[src/rtl/m_shift_pipe.sv]
// Stallable register-per-stage delay line with per-stage valid bits,
// a selectable tap read port, synchronous flush and occupancy count.
module m_shift_pipe #(
    parameter int WIDTH = 8,
    parameter int DEPTH = 3,
    parameter int SELW  = (DEPTH > 1) ? $clog2(DEPTH) : 1,
    parameter int CNTW  = $clog2(DEPTH + 1)
) (
    input  logic             w_clk,
    input  logic             w_rst,
    input  logic             w_en,
    input  logic             w_flush,
    input  logic             w_vin,
    input  logic [WIDTH-1:0] w_din,
    input  logic [SELW-1:0]  w_sel,
    output logic [WIDTH-1:0] w_dout,
    output logic             w_vout,
    output logic [WIDTH-1:0] w_tap,
    output logic             w_vtap,
    output logic [CNTW-1:0]  w_cnt
);

    logic [WIDTH-1:0] data_reg   [DEPTH];
    logic             valid_reg  [DEPTH];
    logic [WIDTH-1:0] data_prev  [DEPTH];
    logic             valid_prev [DEPTH];
    logic [CNTW-1:0]  cnt_reg;
    logic [CNTW-1:0]  cnt_next;

    // Each stage loads what its predecessor held before the edge; stage 0 loads the input.
    generate
        for (genvar gi = 0; gi < DEPTH; gi++) begin : g_stage
            if (gi == 0) begin : g_head
                assign data_prev[gi]  = w_din;
                assign valid_prev[gi] = w_vin;
            end else begin : g_body
                assign data_prev[gi]  = data_reg[gi-1];
                assign valid_prev[gi] = valid_reg[gi-1];
            end
        end
    endgenerate

    always_ff @(posedge w_clk or posedge w_rst) begin
        if (w_rst) begin
            for (int k = 0; k < DEPTH; k++) begin
                data_reg[k]  <= '0;
                valid_reg[k] <= 1'b0;
            end
        end else if (w_flush) begin
            // Flush only invalidates; data registers keep their contents.
            for (int k = 0; k < DEPTH; k++) begin
                valid_reg[k] <= 1'b0;
            end
        end else if (w_en) begin
            for (int k = 0; k < DEPTH; k++) begin
                data_reg[k]  <= data_prev[k];
                valid_reg[k] <= valid_prev[k];
            end
        end
    end

    // Incremental count: the modular arithmetic cannot leave 0..DEPTH because
    // an increment at full occupancy always coincides with a valid leaving.
    always_comb begin
        cnt_next = cnt_reg;
        if (w_flush) begin
            cnt_next = '0;
        end else if (w_en) begin
            cnt_next = cnt_reg + CNTW'(w_vin) - CNTW'(valid_reg[DEPTH-1]);
        end
    end

    always_ff @(posedge w_clk or posedge w_rst) begin
        if (w_rst) begin
            cnt_reg <= '0;
        end else begin
            cnt_reg <= cnt_next;
        end
    end

    // Out-of-range selects fall through every comparison and read as zero.
    always_comb begin
        w_tap  = '0;
        w_vtap = 1'b0;
        for (int k = 0; k < DEPTH; k++) begin
            if (w_sel == SELW'(k)) begin
                w_tap  = data_reg[k];
                w_vtap = valid_reg[k];
            end
        end
    end

    assign w_dout = data_reg[DEPTH-1];
    assign w_vout = valid_reg[DEPTH-1];
    assign w_cnt  = cnt_reg;

endmodule
[config.mk]
export PLATFORM = sky130hd
export DESIGN_NAME = m_shift_pipe
export DESIGN_NICKNAME = d
export VERILOG_FILES = /design/src/rtl/m_shift_pipe.sv
export SDC_FILE = /design/constraint.sdc
export NUM_CORES = 1
export LEC_CHECK = 0
export CAP_MARGIN = 0
export CELL_PAD_IN_SITES_DETAIL_PLACEMENT = 0
export CELL_PAD_IN_SITES_GLOBAL_PLACEMENT = 1
export CORE_UTILIZATION = 42
export DETAILED_ROUTE_END_ITERATION = 8
export GPL_TIMING_DRIVEN = 1
export PLACE_DENSITY = 0.94
export SYNTH_ARGS = -nofsm -noshare
export SYNTH_HDL_FRONTEND = slang
export SYNTH_SLANG_ARGS = --single-unit
[constraint.sdc]
create_clock -name w_clk -period 2.18 [get_ports w_clk]
set_input_delay 0.436 -clock w_clk [delete_from_list [all_inputs] [get_ports w_clk]]
set_output_delay 0.436 -clock w_clk [all_outputs]
set_load 0.05 [all_outputs]
# After elaboration in Yosys (flattened, before gate mapping)
# Index checks and enable logic that the tools add are counted.
dict set report classes {
  addsub 2
  n_eq_ne 2
  muxes 10
  bitwise_logic 1
  n_reduce_logical 3
}
# operator n
set ops {}
lappend ops {{two-way mux 8 bit} 3}
lappend ops {{two-way mux 3 bit} 2}
lappend ops {{two-way mux 2 bit} 2}
lappend ops {{two-way mux 1 bit} 3}
lappend ops {{adder 2 x 1 -> 2 bit} 1}
lappend ops {{== test 2 x 1 -> 1 bit, second input constant} 1}
lappend ops {{== test 2 bit, second input constant} 1}
lappend ops {{zero test 2 bit} 1}
lappend ops {{AND reduction 2 bit} 1}
lappend ops {{nonzero test 2 bit} 1}
lappend ops {{subtractor 2 x 1 -> 2 bit} 1}
lappend ops {{inverter 1 bit} 1}
dict set report word_totals {
  ff_bits 29
  output_inout_bits 20
  wordCells 25
}

# Logic depth before layout (Yosys ltp)
dict set report depth {
  word_depth 4
  depth_mapped 7
}

# Least setup slack after synthesis
# OpenSTA, ideal clock, no wires.
dict set report synth_timing {
  kind {input to output}
  start {input port w_sel[0]}
  end {output port w_tap[0]}
  t_arrival_ns 1.859
  required_ns 1.744
  slack_ns -0.115
  path_stages 3
  path_buffers 1
  cell_sequence {buf_2 -> mux2i_1 -> o21ai_0}
}
dict set report synth_via {
  elab_chain_cells 4
  word_cells_on_any_way 6
}
# item line_no
set synth_rtl {}
lappend synth_rtl {{start: declaration} 15} ;# input logic [SELW-1:0] w_sel,
lappend synth_rtl {{zero test 2 bit} 86} ;# if (w_sel == SELW'(k)) begin
lappend synth_rtl {{two-way mux 8 bit (2 in series)} 86}
lappend synth_rtl {{two-way mux 8 bit *} 86}
lappend synth_rtl {{end: declaration} 18} ;# output logic [WIDTH-1:0] w_tap,
# Every way passes the cells marked *; elsewhere a longest branch is shown, timed or not.

# Worst setup path in the final report
# Same ends and word-level chain as after synthesis.

==> results.cfg <==
[worst_setup_path]
slowest_delay_ns = 0.53
path_buf_inv = 3
cp_slowest_cell = clkdlybuf4s50_1
crit_required_ns = 1.74
cpLargestDelayFamily = buffers and inverters
cp_max_fo = 5
critical_path_class = in2out
start_kind = input pin
cp_cell_sequence = clkdlybuf4s50_1 -> buf_4 -> mux2i_1 -> o21ai_1 -> buf_12
cp_data_arrival_time_ns = 1.67
end_kind = output pin

[clock_tree]
cts_buffer_depth = 2
clkLatencyLatePin_ns = 0.33
cts_root_buf = clkbuf_4
cts_tree = done
cts.clk_slew.worst_paths_ns = 0.09
cts_made_buffers = 5
cts_setup_buffers = 0
cts.repair.resized = 0
clock-sinks = 29
postCtsHoldBufs = 0
h-tree-depth = 2

[run_status]
status = finished, final reports clean

[detailed_routing]
antenna_left = 0
routed_wl_mm = 2.83
post_drt_via_cell_ratio = 4.92
first_pass_iters = 4
drt_iter0_markers = 7
drc = 0
vias = 964
avgRoutedWirePerCell_um = 14.4

[die]
fp.dieW_um = 61.0
design.die.area_um2 = 3720
row_count = 21
die_h_um = 61.0
start_util_pct = 43.8
io_pins = 35
core_area_um2 = 3340

[cells_and_area]
layout-drive-gt1-share_pct = 32.7
syn2layout_area_growth_pct = 36.7
antennaDiodeCount = 0
fin_nets = 166
fin_area_um2 = 2000

[timing]
fin_crit_sh_pct = 96.4
rsz0062_at_grt = false
finalCriticalPeriod_ns = 2.10
clock_skew_ns = 0.00926
max_freq_mhz = 476
worst_pin_slew_ns = 0.497
fin_setup_tns_ns = 0
setup_violations = 0
relSlewSlack_pct = 66.7
final_hold_viol_count = 0
drv_slew = 0

[min_path]
hold_class = in2async

[place]
place_congestion = 0.723
placed_cell_area_um2 = 1940
hpwl_mm = 1.94
io_buffers = 34

[synthesis]
synth-seq-cells = 29
netlist_instances = 107
syn_nets = 124
syn_area_um2 = 1460
ys_seq_area_share_pct = 49.7
ys_types = 19
ys_warn_count = 0
syn_area_per_cell_um2 = 13.6

[global_route]
gr-total-overflow = 0
grt_pass1_wl_mm = 4.73
grt_util_all_layers_pct = 18.4
antenna_found_initial = 0
grt_max_degree = 30
grt_pass1_vias = 1020

[power]
p_leak_uw = 0.000927
power_density_nw_per_um2 = 951
ir_worst_vdd_mv = 0.614

[run]
drv_cap = 0
## layout make-up
type / instances / area, um2
inverter: 3 / 11.3
fill: 279 / 1340
clock buffer: 8 / 48.8
sequential: 29 / 726
timing repair buffer: 42 / 503
tap: 46 / 57.6
multi-input combinational: 68 / 649
## power by group
part	internal (uW)	switching, uW	total, uW	leakage, uW
registers	650	93.5	744	0.000352
logic	404	441	845	0.000549
clock network	128	180	308	0.0000265
## stage by stage
stage | setup WS (ns) | hold slack (ns) | cells | util (%) | power, uW
after floorplan | 0.183 | 0.498 | 107 | - | 1280
after global placement | 0.111 | 0.510 | 188 | 58.3 | 1580
after detailed placement | 0.0546 | 0.514 | 188 | 58.3 | 1600
after CTS | 0.0478 | 0.485 | 196 | 59.7 | 1920
after global routing | 0.0185 | 0.499 | 196 | 59.8 | 1990
final | 0.0783 | 0.480 | 196 | 59.8 | 1900
## Yosys cell counts
cell type | count | share of area, %
nor2b_1 | 1 | 0.43
mux2_2 | 4 | 3.1
buf_6 | 2 | 1.5
buf_2 | 2 | 0.69
inv_1 | 3 | 0.77
nand2_1 | 9 | 2.3
clkbuf_1 | 1 | 0.26
mux2_4 | 20 | 21
dfrtp_1 | 29 | 50
nor2b_4 | 1 | 0.94
buf_12 | 2 | 2.7
ha_1 | 2 | 1.7
mux2i_1 | 13 | 8.9
xor2_1 | 1 | 0.60
o21ai_0 | 9 | 3.1
a21oi_1 | 1 | 0.34
nor2_1 | 5 | 1.3
nand2b_1 | 1 | 0.43
a31o_2 | 1 | 0.60
## worst reg2reg max path, delay by kind of cell (launching register included)
family | cells | cell delay [ns]
adders and majority gates | 2 | 0.48
DFF | 1 | 0.43
AOI/OAI and AO/OA | 2 | 0.32
xor gates and xnor gates | 1 | 0.21
buffers and inverters | 1 | 0.04
## layout by cell type, fill, tap and decap left out, drive strengths merged
cell | synthesis | final
mux2 | 24 | 24
dfrtp | 29 | 29
nor2b | 2 | 2
xor2 | 1 | 1
clkdlybuf4s50 | 0 | 25
nor2 | 5 | 5
a21oi | 1 | 1
clkbuf | 1 | 8
ha | 2 | 2
a31o | 1 | 1
mux2i | 13 | 13
nand2 | 9 | 9
o21ai | 9 | 9
nand2b | 1 | 1
buf | 6 | 17
inv | 3 | 3
## flip-flops by register name (all words and copies together) (netlist names)
name / flops
w_cnt: 2
data_prev: 16
w_vout: 1
valid_prev: 2
w_dout: 8
## cell families after synthesis
| group | after synthesis | synth area share [%] |
|---|---|---|
| buffers and inverters | 10 | 6.00 |
| flip-flops | 29 | 49.7 |
| XOR/XNOR | 1 | 0.600 |
| multiplexers | 37 | 32.6 |
| AND/OR/NAND/NOR | 17 | 5.40 |
| adder cells (fa/ha/maj) | 2 | 1.71 |
| AO/OA/AOI/OAI | 11 | 4.03 |
## metal layers
layer	track usage (%)	vias up	wire length [um]
li1	-	454	-
met1	20.8	475	1220
met2	31.9	25	1420
met3	4.69	10	116
met4	9.74	0	68
met5	0	-	0
## path summary, 6_finish.rpt
check / from / end / slack [ns] / cells past startpoint
setup / recovery: w_sel[0] / w_tap[0] / 0.08 / 5
hold / removal: w_rst / w_dout[4] / 0.48 / 3
setup reg to reg: w_vout / w_cnt[1] / 0.61 / 6
hold reg to reg: data_prev[8] / data_prev[0] / 0.52 / 1
max in group asynchronous: w_rst / data_prev[6] / 1.41 / 3
min in group w_clk: data_prev[8] / data_prev[0] / 0.52 / 1
No activity file was read; power rests on OpenSTA's default activity.
